## src/rtl/muldiv_sequencer.sv

```systemverilog
// Iterative multiply/divide unit owning HI/LO: WIDTH shift-add / restoring steps plus one fix-up cycle.
// Define MULDIV_SIGNED_EN to enable signed MULT/DIV (op[0]); otherwise every op is unsigned.
module muldiv_sequencer #(
  parameter int WIDTH = 32
) (
  input  logic             clk,
  input  logic             rst_n,
  input  logic             start,
  input  logic [1:0]       op,
  input  logic [WIDTH-1:0] rs_val,
  input  logic [WIDTH-1:0] rt_val,
  input  logic             hilo_read,
  input  logic             flush,
  output logic             busy,
  output logic             stall_req,
  output logic             done,
  output logic [WIDTH-1:0] hi,
  output logic [WIDTH-1:0] lo
);

  localparam int CW = (WIDTH > 1) ? $clog2(WIDTH) : 1;

  typedef enum logic [1:0] {IDLE, MUL, DIV, FIX} state_t;

  state_t           state_reg, state_next;
  logic [CW-1:0]    count_reg;
  logic [WIDTH-1:0] acc_reg, mq_reg, opb_reg;
  logic [WIDTH-1:0] hi_reg, lo_reg;
  logic             done_reg;
  logic             accept;
  logic [WIDTH-1:0] a_in, b_in;
  logic [WIDTH:0]   mul_sum, div_shift, div_diff;
  logic             div_ok;
  logic [WIDTH-1:0] fix_hi, fix_lo;
  logic             unused_msb;

  assign accept = (state_reg == IDLE) && start && !flush;

`ifdef MULDIV_SIGNED_EN
  logic sign_a_reg, sign_b_reg, is_div_reg;
  logic neg_a, neg_b;

  assign neg_a = op[0] & rs_val[WIDTH-1];
  assign neg_b = op[0] & rt_val[WIDTH-1];
  assign a_in  = neg_a ? -rs_val : rs_val;
  assign b_in  = neg_b ? -rt_val : rt_val;

  always_ff @(posedge clk or negedge rst_n) begin
    if (!rst_n) begin
      sign_a_reg <= 1'b0;
      sign_b_reg <= 1'b0;
      is_div_reg <= 1'b0;
    end else if (accept) begin
      sign_a_reg <= neg_a;
      sign_b_reg <= neg_b;
      is_div_reg <= op[1];
    end
  end
`else
  logic unused_op0;

  assign unused_op0 = op[0];
  assign a_in       = rs_val;
  assign b_in       = rt_val;
`endif

  // MUL step: add multiplicand on multiplier LSB, shift {acc,mq} right one bit.
  assign mul_sum = {1'b0, acc_reg} + (mq_reg[0] ? {1'b0, opb_reg} : '0);

  // DIV step: shift the next dividend bit into the partial remainder; restore on borrow.
  assign div_shift  = {acc_reg, mq_reg[WIDTH-1]};
  assign div_diff   = div_shift - {1'b0, opb_reg};
  assign div_ok     = ~div_diff[WIDTH];
  assign unused_msb = div_shift[WIDTH];

  always_comb begin
    fix_hi = acc_reg;
    fix_lo = mq_reg;
`ifdef MULDIV_SIGNED_EN
    if (is_div_reg) begin
      if (sign_a_reg ^ sign_b_reg) fix_lo = -mq_reg;
      if (sign_a_reg)              fix_hi = -acc_reg;
    end else if (sign_a_reg ^ sign_b_reg) begin
      {fix_hi, fix_lo} = -{acc_reg, mq_reg};
    end
`endif
  end

  always_ff @(posedge clk or negedge rst_n) begin
    if (!rst_n) state_reg <= IDLE;
    else        state_reg <= state_next;
  end

  always_comb begin
    state_next = state_reg;
    case (state_reg)
      IDLE: if (accept) state_next = op[1] ? DIV : MUL;
      MUL, DIV: begin
        if (flush)                             state_next = IDLE;
        else if (count_reg == CW'(WIDTH - 1))  state_next = FIX;
      end
      FIX:     state_next = IDLE;
      default: state_next = IDLE;
    endcase
  end

  always_comb begin
    busy      = (state_reg != IDLE);
    stall_req = busy & (hilo_read | start);
  end

  always_ff @(posedge clk or negedge rst_n) begin
    if (!rst_n) begin
      acc_reg   <= '0;
      mq_reg    <= '0;
      opb_reg   <= '0;
      count_reg <= '0;
      hi_reg    <= '0;
      lo_reg    <= '0;
      done_reg  <= 1'b0;
    end else begin
      done_reg <= (state_reg == FIX) && !flush;
      if (accept) begin
        acc_reg   <= '0;
        mq_reg    <= a_in;
        opb_reg   <= b_in;
        count_reg <= '0;
      end else begin
        case (state_reg)
          MUL: begin
            {acc_reg, mq_reg} <= {mul_sum, mq_reg[WIDTH-1:1]};
            count_reg         <= count_reg + CW'(1);
          end
          DIV: begin
            acc_reg   <= div_ok ? div_diff[WIDTH-1:0] : div_shift[WIDTH-1:0];
            mq_reg    <= {mq_reg[WIDTH-2:0], div_ok};
            count_reg <= count_reg + CW'(1);
          end
          FIX: begin
            if (!flush) begin
              hi_reg <= fix_hi;
              lo_reg <= fix_lo;
            end
          end
          default: ;
        endcase
      end
    end
  end

  assign done = done_reg;
  assign hi   = hi_reg;
  assign lo   = lo_reg;

endmodule
```

## config.mk

```make
export PLATFORM = sky130hd
export DESIGN_NAME = muldiv_sequencer
export DESIGN_NICKNAME = d
export VERILOG_FILES = /design/src/rtl/muldiv_sequencer.sv
export SDC_FILE = /design/constraint.sdc
export NUM_CORES = 1
export LEC_CHECK = 0
export BUFFER_PORTS_ARGS = -buffer_cell sky130_fd_sc_hd__buf_4
export CELL_PAD_IN_SITES_DETAIL_PLACEMENT = 0
export CELL_PAD_IN_SITES_GLOBAL_PLACEMENT = 1
export CORE_MARGIN = 4
export CORE_UTILIZATION = 49
export CTS_CLUSTER_DIAMETER = 150
export DETAILED_ROUTE_END_ITERATION = 8
export GPL_ROUTABILITY_DRIVEN = 0
export GPL_TIMING_DRIVEN = 0
export PLACE_DENSITY_LB_ADDON = 0.1
export SYNTH_ARGS = -nofsm -noshare
export SYNTH_HDL_FRONTEND = slang
export SYNTH_SLANG_ARGS = --single-unit
```

## constraint.sdc

```tcl
create_clock -name clk -period 9.24 [get_ports clk]
set_input_delay 0 -clock clk [delete_from_list [all_inputs] [get_ports clk]]
set_output_delay 0 -clock clk [all_outputs]
set_load 0.02 [all_outputs]
```

==> metrics.txt, run 1 <==
# TYPE chip_impl_metric gauge
chip_impl_info{name="critical_path.cell_chain",value="clkbuf_1 > and2_1 > ha_1 > inv_1 > fa_1 > nor2b_1 > o31ai_2 > a311oi_2 > nor2_1 > o41ai_2 > o2111ai_1 > and4_1 > a211oi_1 > o21ai_0"} 1
chip_impl_info{name="status",value="finished clean"} 1
chip_impl_metric{name="portBuffers",unit=""} 136
chip_impl_metric{name="clock_power_share",unit="%"} 13.1
chip_impl_info{name="synth_most_common_cell",value="dfrtp_1"} 1
chip_impl_info{name="synth_area_leader_cell",value="dfrtp_1"} 1
chip_impl_metric{name="seq_area_frac_synth",unit="%"} 37.7
chip_impl_metric{name="tritoncts.num_buffers",unit=""} 17
chip_impl_metric{name="number_of_antenna_violations_at_the_first_check_in_global_routing",unit=""} 0
chip_impl_metric{name="timing.final.crit_period",unit="ns"} 4.23
chip_impl_metric{name="final_nets",unit=""} 1595
chip_impl_metric{name="share_seq_of_total_power",unit="%"} 24.1
chip_impl_metric{name="p_int",unit="mW"} 2.85
chip_impl_info{name="worst_r2r_startpoint",value="fix_lo[0]"} 1
chip_impl_metric{name="timing.slew.headroom",unit="%"} 38.3
chip_impl_info{name="crit_path_start",value="fix_lo[0]"} 1
chip_impl_metric{name="via_count",unit=""} 9893
chip_impl_metric{name="grt_max_degree",unit=""} 119
chip_impl_metric{name="worst-endpoint-arrival",unit="ns"} 4.53
chip_impl_info{name="cts.root.buffer_cell",value="clkbuf_16"} 1
chip_impl_metric{name="initial_core_util",unit="%"} 50.5
chip_impl_metric{name="clk_latency",unit="ns"} 0.44
chip_impl_metric{name="cpPeakStageDelay",unit="ns"} 0.61
chip_impl_metric{name="number_of_enable_type_register_cells_in_the_synthesized_netlist",unit=""} 0
chip_impl_metric{name="drt_drc_violations_left",unit=""} 0
chip_impl_metric{name="post-place-cells",unit=""} 1645
chip_impl_info{name="postSynth.topFlopCell",value="dfrtp_1"} 1
chip_impl_metric{name="route.detailed.wl_per_inst",unit="um"} 18.7
chip_impl_info{name="crit_path_top_delay_cell",value="o41ai_2"} 1
chip_impl_info{name="worstSetupPathType",value="flop to flop"} 1
chip_impl_metric{name="critical_path_peak_fanout",unit=""} 10
chip_impl_metric{name="final.setup_skew",unit="ns"} 0.0144
chip_impl_metric{name="yosys_register_bits",unit=""} 168
chip_impl_metric{name="io_pins",unit=""} 138
chip_impl_metric{name="cts_post_setup_buffers_inserted",unit=""} 0
chip_impl_metric{name="totalNegativeSetupSlack",unit="ns"} 0
chip_impl_metric{name="post_route_ant_nets",unit=""} 0
chip_impl_metric{name="power.density_cell_area",unit="nW/um^2"} 397
chip_impl_metric{name="fp.dieArea",unit="um^2"} 25300
chip_impl_metric{name="cts.sink_count",unit=""} 168
chip_impl_metric{name="globalRoute.totalOverflow",unit=""} 0
chip_impl_info{name="netlist_top_cells_area",value="dfrtp_1, ha_1, mux2_2, mux2i_1, o21ai_0"} 1
chip_impl_metric{name="antenna_cells",unit=""} 0
chip_impl_metric{name="switching_power_as_a_share_of_total_power",unit="%"} 48.1
chip_impl_metric{name="cp_data_required_time",unit="ns"} 9.54
chip_impl_metric{name="grt.total_usage",unit="%"} 25.9
chip_impl_metric{name="dp_hpwl",unit="um"} 23600
chip_impl_metric{name="synth.net_count",unit=""} 1372
chip_impl_metric{name="grt_pass1_wl",unit="um"} 53000
chip_impl_metric{name="yosys_warnings",unit=""} 0
chip_impl_metric{name="drt-vias-per-instance",unit=""} 5.68
chip_impl_info{name="path_delay_family",value="compound AO/OA/AOI/OAI gates"} 1
chip_impl_metric{name="synth_largest_type_area_fraction",unit="%"} 37.7
chip_impl_metric{name="total_iterations_of_the_first_detailed_routing_run",unit=""} 6
chip_impl_info{name="cp-end-kind",value="flop"} 1
chip_impl_metric{name="clock.fmax",unit="MHz"} 236
chip_impl_metric{name="maxSlewViolCount",unit=""} 0
chip_impl_metric{name="p_comb_share",unit="%"} 62.7
chip_impl_metric{name="core_region_area",unit="um^2"} 22100
chip_impl_metric{name="report.final.setup_viol",unit=""} 0
chip_impl_info{name="cts_tree",value="yes"} 1
chip_impl_metric{name="first_global_vias",unit=""} 9889
chip_impl_metric{name="synth.cell_area",unit="um^2"} 11200
chip_impl_metric{name="die_span_in_y",unit="um"} 159
chip_impl_metric{name="vdd.ir_drop.worst",unit="uV"} 203
chip_impl_metric{name="synth_cells",unit=""} 1228
chip_impl_metric{name="p_sw",unit="mW"} 2.63
chip_impl_metric{name="placement_rows",unit=""} 54
chip_impl_metric{name="syn2layout_area_growth",unit="%"} 23.8
chip_impl_metric{name="final_min_period_over_clock_period",unit="%"} 45.8
chip_impl_metric{name="final_hold_viol_count",unit=""} 0
chip_impl_metric{name="leakage",unit="nW"} 6.48
chip_impl_info{name="start_kind",value="flop"} 1
chip_impl_metric{name="max_cap_viol_count",unit=""} 0
chip_impl_metric{name="number_of_resized_instances_in_the_post_cts_repair_step",unit=""} 0
chip_impl_metric{name="final_layout_size_suffix_gt1_share",unit="%"} 17.6
chip_impl_info{name="synth.top_cells.by_count",value="dfrtp_1, nand2_1, o21ai_0"} 1
chip_impl_metric{name="stdcell_count",unit=""} 1743
chip_impl_metric{name="die_x",unit="um"} 159
chip_impl_metric{name="drt_iter0_drc",unit=""} 516
chip_impl_info{name="min_path_type",value="input pin to async pin"} 1
chip_impl_metric{name="clk_transition_reported_paths",unit="ns"} 0.07
chip_impl_metric{name="postSynthAreaPerCell",unit="um^2"} 9.09
chip_impl_metric{name="post-layout-total-power",unit="mW"} 5.48
chip_impl_metric{name="critPathBufInv",unit=""} 2
chip_impl_metric{name="distinct_cell_type_count_of_the_synthesized_netlist",unit=""} 71
chip_impl_metric{name="cts.path.max_buffers",unit=""} 2
chip_impl_metric{name="h-tree-depth",unit=""} 4
chip_impl_metric{name="worst_slew_pin_slew",unit="ns"} 0.902
chip_impl_info{name="setup_repair_after_global_routing_missed_its_margin",value="false"} 1
chip_impl_metric{name="ys_async_sr_fraction",unit="%"} 100
chip_impl_metric{name="finalWirelength",unit="um"} 32700
[timing repair]
item                       4_1_cts  5_1_grt
hold endpoints to repair       123        0
hold buffers                    67        0
setup endpoints to repair        0        0
[cell families (layout without fill, tap and decap cells)]
family	after synthesis	count (layout)	share of synthesized area (%)
simple gates	336	336	13.8
fa+ha+maj	73	73	8.32
buf+inv	121	356	4.29
compound gates	356	356	20.1
flops	168	168	37.7
mux	127	127	12.1
xor+xnor	47	47	3.69
[layout by cell type, fill, tap and decap left out, types with 6 or more instances in the layout]
master,n
a211oi_1,19
a21o_1,24
a21oi_1,104
a31oi_1,9
and2_1,32
buf_1,13
buf_4,136
clkbuf_1,38
clkbuf_16,17
dfrtp_1,168
dlygate4sd3_1,67
ha_1,71
inv_1,65
mux2_2,63
mux2i_1,64
nand2_1,135
nand2b_1,11
nand3_1,20
nand4_1,6
nor2_1,85
nor2b_1,10
nor3_1,12
o211ai_1,8
o21ai_0,108
o21bai_1,8
o221ai_1,9
o31ai_1,9
xnor2_1,25
xor2_1,22
[power groups by stage]
stage,combinational [mW],sequential (mW),clock (mW)
after floorplan,2.36,1.39,0
after global placement,3.35,1.32,0
after detailed placement,3.39,1.33,0
after CTS,3.43,1.32,0.728
after global routing,3.80,1.37,0.767
final,3.44,1.32,0.719
[worst paths after layout]
kind | endpoint | slack (ns) | depth (start not counted)
max in group asynchronous | lo[12] | 8.23 | 3
setup reg to reg | acc_reg[29] | 5.01 | 14
hold reg to reg | lo[13] | 0.50 | 2
hold / removal | hi[9] | 0.06 | 2
min in group clk | state_reg[1] | 0.06 | 5
setup / recovery | acc_reg[29] | 5.01 | 14
[layer usage]
| layer | vias up | track usage [%] | wire [um] | part of all wire [%] |
|---|---|---|---|---|
| met4 | 0 | 6.04 | 578 | 1.8 |
| met5 | - | 0 | 0 | 0 |
| met3 | 40 | 6.11 | 1990 | 6.1 |
| met2 | 274 | 42.2 | 15400 | 47 |
| li1 | 4834 | - | - | - |
| met1 | 4745 | 35.2 | 14700 | 45 |
[area by class of cell]
class | count | area (um^2)
inverters | 65 | 244
clock buffers | 17 | 425
flip-flops and latches | 168 | 4200
fillers | 1894 | 8270
well taps | 280 | 350
multi-input cells | 939 | 6480
repair buffers | 204 | 1730
plain buffers | 56 | 235
clock inverters | 14 | 154
[through the flow]
step | cell area (um^2) | setup WS, ns | hold WS (ns) | utilization, %
6_report | 13800 | 5.01 | 0.0564 | 62.5
5_1_grt | 13800 | 4.73 | 0.0596 | 62.5
4_1_cts | 13800 | 4.97 | 0.0470 | 62.5
3_5_place_dp | 12600 | 5.00 | -0.0545 | 56.9
3_3_place_gp | 12500 | 5.11 | 0.188 | 56.7
2_1_floorplan | 11200 | 5.98 | -0.296 | -
[worst register-to-register path, cell delays in order, from the launching register on]
cell,delay (ns)
dfrtp_1,0.55
clkbuf_1,0.39
and2_1,0.20
ha_1,0.21
inv_1,0.07
fa_1,0.42
nor2b_1,0.19
o31ai_2,0.12
a311oi_2,0.41
nor2_1,0.10
o41ai_2,0.61
o2111ai_1,0.28
and4_1,0.25
a211oi_1,0.17
o21ai_0,0.12
Note: power is estimated with default switching activity, not from simulation.
==> inputs of run 2 (changes only) <==
--- a/config.mk
+++ b/config.mk
@@ -9,7 +9,7 @@
 export CELL_PAD_IN_SITES_DETAIL_PLACEMENT = 0
 export CELL_PAD_IN_SITES_GLOBAL_PLACEMENT = 1
 export CORE_MARGIN = 4
-export CORE_UTILIZATION = 49
+export CORE_UTILIZATION = 45
 export CTS_CLUSTER_DIAMETER = 150
 export DETAILED_ROUTE_END_ITERATION = 8
 export GPL_ROUTABILITY_DRIVEN = 0
==> constraint.sdc (replaced) <==
create_clock -name clk -period 4.4 [get_ports clk]
set_input_delay 0 -clock clk [delete_from_list [all_inputs] [get_ports clk]]
set_output_delay 0 -clock clk [all_outputs]
set_load 0.02 [all_outputs]
==> metrics.txt, run 2 (synthesized netlist as in run 1, its figures left out) <==
# TYPE chip_impl_metric gauge
chip_impl_metric{name="clk_transition_reported_paths",unit="ns"} 0.08
chip_impl_info{name="worstSetupPathType",value="flop to flop"} 1
chip_impl_metric{name="globalRoute.totalOverflow",unit=""} 0
chip_impl_metric{name="grt.total_usage",unit="%"} 24.7
chip_impl_metric{name="leakage",unit="nW"} 6.54
chip_impl_metric{name="max_cap_viol_count",unit=""} 0
chip_impl_metric{name="report.final.setup_viol",unit=""} 0
chip_impl_metric{name="final_min_period_over_clock_period",unit="%"} 91.3
chip_impl_metric{name="timing.slew.headroom",unit="%"} 30.4
chip_impl_metric{name="clock.fmax",unit="MHz"} 249
chip_impl_metric{name="cts.path.max_buffers",unit=""} 2
chip_impl_metric{name="cts_post_setup_buffers_inserted",unit=""} 0
chip_impl_metric{name="h-tree-depth",unit=""} 4
chip_impl_metric{name="final.setup_skew",unit="ns"} 0.0130
chip_impl_metric{name="total_iterations_of_the_first_detailed_routing_run",unit=""} 8
chip_impl_metric{name="critPathBufInv",unit=""} 2
chip_impl_info{name="crit_path_start",value="fix_lo[0]"} 1
chip_impl_metric{name="core_region_area",unit="um^2"} 24400
chip_impl_metric{name="post-layout-total-power",unit="mW"} 11.7
chip_impl_info{name="cp-end-kind",value="flop"} 1
chip_impl_metric{name="tritoncts.num_buffers",unit=""} 17
chip_impl_info{name="leading_cell_types_in_the_layout_fill_and_taps_excluded",value="dfrtp_1, buf_4, nand2_1, o21ai_0, a21oi_1"} 1
chip_impl_metric{name="critical_path_peak_fanout",unit=""} 10
chip_impl_metric{name="register_to_register_setup_slack",unit="ns"} 0.38
chip_impl_info{name="crit_path_top_delay_cell",value="dfrtp_1"} 1
chip_impl_info{name="cts.root.buffer_cell",value="clkbuf_16"} 1
chip_impl_metric{name="drt_iter0_drc",unit=""} 613
chip_impl_metric{name="grt_max_degree",unit=""} 97
chip_impl_metric{name="route.detailed.wl_per_inst",unit="um"} 18.6
chip_impl_metric{name="cp_data_required_time",unit="ns"} 4.70
chip_impl_metric{name="maxSlewViolCount",unit=""} 0
chip_impl_metric{name="drt-vias-per-instance",unit=""} 5.49
chip_impl_info{name="worst_r2r_startpoint",value="fix_lo[0]"} 1
chip_impl_metric{name="cpPeakStageDelay",unit="ns"} 0.55
chip_impl_info{name="final_common_cell",value="dfrtp_1"} 1
chip_impl_metric{name="totalNegativeSetupSlack",unit="ns"} 0
chip_impl_metric{name="timing.final.crit_period",unit="ns"} 4.02
chip_impl_metric{name="initial_core_util",unit="%"} 45.8
chip_impl_metric{name="fp.dieArea",unit="um^2"} 27400
chip_impl_metric{name="syn2layout_area_growth",unit="%"} 24.9
chip_impl_metric{name="io_pins",unit=""} 138
chip_impl_info{name="critical_path.cell_chain",value="clkbuf_1 > and2_1 > ha_1 > inv_1 > fa_1 > nor2b_1 > o31ai_2 > a311oi_2 > nor2_1 > o41ai_4 > o2111ai_1 > and4_1 > a211oi_1 > o21ai_0"} 1
chip_impl_metric{name="worst_r2r_path_depth",unit=""} 14
chip_impl_metric{name="final_layout_size_suffix_gt1_share",unit="%"} 17.7
chip_impl_metric{name="worst_slew_pin_slew",unit="ns"} 1.04
chip_impl_info{name="min_path_type",value="input pin to flop"} 1
chip_impl_info{name="setup_repair_after_global_routing_missed_its_margin",value="false"} 1
chip_impl_metric{name="final_nets",unit=""} 1595
chip_impl_metric{name="number_of_antenna_violations_at_the_first_check_in_global_routing",unit=""} 0
chip_impl_metric{name="die_span_in_y",unit="um"} 166
chip_impl_metric{name="final_hold_viol_count",unit=""} 0
chip_impl_metric{name="portBuffers",unit=""} 136
chip_impl_info{name="path_delay_family",value="compound AO/OA/AOI/OAI gates"} 1
chip_impl_info{name="crit_path_end",value="acc_reg[29]"} 1
chip_impl_info{name="r2r-end",value="acc_reg[29]"} 1
chip_impl_metric{name="post_route_ant_nets",unit=""} 0
chip_impl_metric{name="via_count",unit=""} 9815
chip_impl_metric{name="finalWirelength",unit="um"} 33200
chip_impl_metric{name="fin_util",unit="%"} 57.2
chip_impl_metric{name="placement_rows",unit=""} 57
chip_impl_metric{name="vdd.ir_drop.worst",unit="uV"} 383
chip_impl_metric{name="drt_drc_violations_left",unit=""} 0
chip_impl_info{name="status",value="finished clean"} 1
chip_impl_metric{name="power.density_cell_area",unit="nW/um^2"} 837
chip_impl_metric{name="first_global_vias",unit=""} 9679
chip_impl_metric{name="crit_cells",unit=""} 14
chip_impl_metric{name="clk_latency",unit="ns"} 0.44
chip_impl_info{name="cts_tree",value="yes"} 1
chip_impl_metric{name="antenna_cells",unit=""} 0
chip_impl_metric{name="dp_hpwl",unit="um"} 24200
chip_impl_metric{name="worst-endpoint-arrival",unit="ns"} 4.31
chip_impl_metric{name="die_x",unit="um"} 166
chip_impl_info{name="start_kind",value="flop"} 1
chip_impl_metric{name="cts.sink_count",unit=""} 168
chip_impl_metric{name="grt_pass1_wl",unit="um"} 53000
## run 2: worst reg2reg max path, cell delays in order (launching register included)
cell       delay (ns)
dfrtp_1          0.55
clkbuf_1         0.37
and2_1           0.19
ha_1             0.20
inv_1            0.07
fa_1             0.42
nor2b_1          0.19
o31ai_2          0.12
a311oi_2         0.42
nor2_1           0.12
o41ai_4          0.46
o2111ai_1        0.25
and4_1           0.24
a211oi_1         0.17
o21ai_0          0.11
## run 2: layout make-up
cell class / count / area (um^2)
plain buffers: 56 / 235
clock buffers: 17 / 425
clock inverters: 15 / 213
fillers: 2285 / 10400
inverters: 65 / 244
multi-input cells: 939 / 6490
flip-flops and latches: 168 / 4200
well taps: 324 / 405
repair buffers: 204 / 1730
## run 2: what timing repair did
action	CTS	global route
endpoints found under the hold margin	139	0
hold buffers	67	0
setup endpoints to repair	0	5
gates resized for setup	0	1
## run 2: per-layer routing
layer | vias to the layer above | GRT usage [%] | routed length (um)
li1 | 4820 | - | -
met2 | 219 | 41.3 | 15800
met4 | 0 | 3.97 | 295
met1 | 4752 | 34.0 | 15400
met5 | - | 0 | 0
met3 | 24 | 4.77 | 1660
## run 2: worst min-delay path by stage
stage / cells after the start / slack (ns) / to / start
after global placement: 2 / 0.19 / done / flush
after CTS: 5 / 0.03 / state_reg[1] / start
after global routing: 5 / 0.09 / state_reg[1] / start
final: 5 / 0.05 / state_reg[1] / start
after floorplan: 0 / -0.30 / acc_reg[0] / rst_n
after detailed placement: 1 / 0.03 / hi[9] / rst_n
## run 2: power by group
group          switching, mW  internal (mW)
combinational           4.24           3.01
sequential             0.584           2.21
clock                  0.795          0.840
total                   5.61           6.06
## run 2: through the flow
stage | std cells | cell area, um^2 | hold slack [ns] | setup WS (ns)
6_report | 1788 | 13900 | 0.0454 | 0.383
5_1_grt | 1788 | 13900 | 0.0854 | 0.0110
4_1_cts | 1788 | 13900 | 0.0334 | 0.234
3_5_place_dp | 1689 | 12600 | 0.0253 | 0.269
3_3_place_gp | 1688 | 12600 | 0.189 | 0.291
2_1_floorplan | 1228 | 11200 | -0.296 | 1.14
==> inputs of run 3 (changes only) <==
--- a/config.mk
+++ b/config.mk
@@ -14,7 +14,7 @@
 export DETAILED_ROUTE_END_ITERATION = 8
 export GPL_ROUTABILITY_DRIVEN = 0
 export GPL_TIMING_DRIVEN = 0
-export PLACE_DENSITY_LB_ADDON = 0.1
+export PLACE_DENSITY_LB_ADDON = 0.3
 export SYNTH_ARGS = -nofsm -noshare
 export SYNTH_HDL_FRONTEND = slang
 export SYNTH_SLANG_ARGS = --single-unit
==> metrics.txt, run 3 (synthesized netlist as in run 1, its figures left out) <==
# TYPE chip_impl_metric gauge
chip_impl_metric{name="finalWirelength",unit="um"} 33000
chip_impl_metric{name="antenna_cells",unit=""} 0
chip_impl_metric{name="vdd.ir_drop.worst",unit="uV"} 411
chip_impl_metric{name="cp_data_required_time",unit="ns"} 4.68
chip_impl_metric{name="power.density_cell_area",unit="nW/um^2"} 832
chip_impl_metric{name="portBuffers",unit=""} 136
chip_impl_metric{name="cts.path.max_buffers",unit=""} 2
chip_impl_info{name="final_common_cell",value="dfrtp_1"} 1
chip_impl_metric{name="max_cap_viol_count",unit=""} 0
chip_impl_info{name="leading_cell_types_in_the_layout_fill_and_taps_excluded",value="dfrtp_1, buf_4, nand2_1, o21ai_0, a21oi_1"} 1
chip_impl_metric{name="clk_transition_reported_paths",unit="ns"} 0.08
chip_impl_metric{name="drt-vias-per-instance",unit=""} 5.61
chip_impl_metric{name="number_of_antenna_violations_at_the_first_check_in_global_routing",unit=""} 0
chip_impl_metric{name="via_count",unit=""} 10026
chip_impl_metric{name="tritoncts.num_buffers",unit=""} 17
chip_impl_metric{name="io_pins",unit=""} 138
chip_impl_info{name="cts_tree",value="yes"} 1
chip_impl_info{name="cp-end-kind",value="flop"} 1
chip_impl_metric{name="worst_slew_pin_slew",unit="ns"} 0.868
chip_impl_metric{name="final_layout_size_suffix_gt1_share",unit="%"} 17.8
chip_impl_metric{name="drt_drc_violations_left",unit=""} 0
chip_impl_metric{name="final_min_period_over_clock_period",unit="%"} 91.8
chip_impl_metric{name="clock.fmax",unit="MHz"} 248
chip_impl_metric{name="maxSlewViolCount",unit=""} 0
chip_impl_metric{name="globalRoute.totalOverflow",unit=""} 0
chip_impl_metric{name="groute.layer.met2.usage",unit="%"} 40.5
chip_impl_metric{name="route.detailed.wl_per_inst",unit="um"} 18.4
chip_impl_metric{name="first_global_vias",unit=""} 9896
chip_impl_metric{name="postPlaceCellArea",unit="um^2"} 12600
chip_impl_metric{name="total_iterations_of_the_first_detailed_routing_run",unit=""} 6
chip_impl_metric{name="fillerInstances",unit=""} 2189
chip_impl_metric{name="drt_iter0_drc",unit=""} 537
chip_impl_metric{name="timing.slew.headroom",unit="%"} 40.6
chip_impl_metric{name="grt_max_degree",unit=""} 92
chip_impl_metric{name="initial_core_util",unit="%"} 45.8
chip_impl_info{name="setup_repair_after_global_routing_missed_its_margin",value="false"} 1
chip_impl_metric{name="critical_path_peak_fanout",unit=""} 10
chip_impl_metric{name="core_region_area",unit="um^2"} 24400
chip_impl_metric{name="leakage",unit="nW"} 6.53
chip_impl_metric{name="grt_pass1_wl",unit="um"} 52700
chip_impl_info{name="min_path_type",value="input pin to flop"} 1
chip_impl_metric{name="totalNegativeSetupSlack",unit="ns"} 0
chip_impl_info{name="start_kind",value="flop"} 1
chip_impl_metric{name="cts.sink_count",unit=""} 168
chip_impl_info{name="crit_path_top_delay_cell",value="dfrtp_1"} 1
chip_impl_metric{name="final_nets",unit=""} 1595
chip_impl_metric{name="dp_hpwl",unit="um"} 23900
chip_impl_metric{name="gr_met3_demand_resource",unit="%"} 4.99
chip_impl_metric{name="clk_latency",unit="ns"} 0.44
chip_impl_metric{name="grt.total_usage",unit="%"} 24.5
chip_impl_metric{name="post_route_ant_nets",unit=""} 0
chip_impl_metric{name="syn2layout_area_growth",unit="%"} 24.6
chip_impl_metric{name="final.setup_skew",unit="ns"} 0.0154
chip_impl_metric{name="worst-endpoint-arrival",unit="ns"} 4.32
chip_impl_metric{name="die_span_in_y",unit="um"} 166
chip_impl_info{name="critical_path.cell_chain",value="clkbuf_2 > and2_1 > ha_1 > inv_1 > fa_1 > nor2b_1 > o31ai_2 > a311oi_2 > nor2_1 > o41ai_4 > o2111ai_1 > a21o_1 > a31oi_1 > a211oi_1"} 1
chip_impl_info{name="status",value="finished clean"} 1
chip_impl_metric{name="cpPeakStageDelay",unit="ns"} 0.58
chip_impl_metric{name="cts_post_setup_buffers_inserted",unit=""} 0
chip_impl_metric{name="post-layout-total-power",unit="mW"} 11.6
chip_impl_metric{name="report.final.setup_viol",unit=""} 0
chip_impl_info{name="grt-busiest-layer",value="met2"} 1
chip_impl_metric{name="design_area",unit="um^2"} 13900
chip_impl_info{name="cts.root.buffer_cell",value="clkbuf_16"} 1
chip_impl_metric{name="timing.final.crit_period",unit="ns"} 4.04
chip_impl_metric{name="use_met1",unit="%"} 32.9
chip_impl_metric{name="fp.dieArea",unit="um^2"} 27400
chip_impl_metric{name="placement_rows",unit=""} 57
chip_impl_metric{name="final_hold_viol_count",unit=""} 0
chip_impl_metric{name="h-tree-depth",unit=""} 4
chip_impl_info{name="worstSetupPathType",value="flop to flop"} 1
chip_impl_metric{name="die_x",unit="um"} 166
[run 3: report_power, final]
group	total [mW]	internal (mW)	switching (mW)	leakage, nW
logic	7.22	3.01	4.21	4.07
registers	2.79	2.21	0.584	2.16
clock network	1.55	0.790	0.765	0.299
total	11.6	6.01	5.56	6.53
[run 3: final cells by class]
type / count / area [um^2] / share of cell area, %
buffer: 56 / 236 / 1.70
clock buffer: 18 / 439 / 3.16
tap: 324 / 405 / 2.91
multi-input combinational: 939 / 6490 / 46.7
inverter: 65 / 244 / 1.75
sequential: 168 / 4200 / 30.2
clock inverter: 14 / 168 / 1.20
timing repair buffer: 204 / 1730 / 12.4
[run 3: path summary, 6_finish.rpt]
check	start	to	slack, ns	cells past startpoint
worst min register to register	lo[13]	lo[13]	0.49	2
worst min-delay path	start	state_reg[0]	0.08	5
worst max register to register	fix_lo[0]	acc_reg[23]	0.36	14
max in group asynchronous	rst_n	hi[28]	3.37	3
min in group asynchronous	rst_n	hi[9]	0.13	2
worst max-delay path	fix_lo[0]	acc_reg[23]	0.36	14
[run 3: metrics by stage]
stage	hold slack, ns	instances	util, %	worst slack (ns)
after global routing	0.114	1788	57.0	0.116
after floorplan	-0.296	1228	-	1.14
after global placement	0.189	1688	51.6	0.192
after CTS	0.0651	1788	57.0	0.0820
final	0.0808	1788	57.0	0.360
after detailed placement	0.0272	1689	51.8	0.113
[run 3: what timing repair did]
item,4_1_cts,5_1_grt
hold buffers,67,0
setup endpoints to repair,0,6
gates resized for setup,0,3
hold endpoints to repair,144,0
[run 3: worst max-delay path, delay by kind of cell (launching register included)]
family                     cells  cell delay, ns
DFF                            1            0.58
buffers and inverters          2            0.35
and+or+nand+nor                3            0.50
AOI/OAI and AO/OA              7            1.81
adders and majority gates      2            0.63
[run 3: metal layers]
| layer | vias to the layer above | routed length [um] |
|---|---|---|
| li1 | 4827 | - |
| met1 | 4863 | 14700 |
| met4 | 0 | 592 |
| met2 | 298 | 15600 |
| met3 | 38 | 2050 |
| met5 | - | 0 |
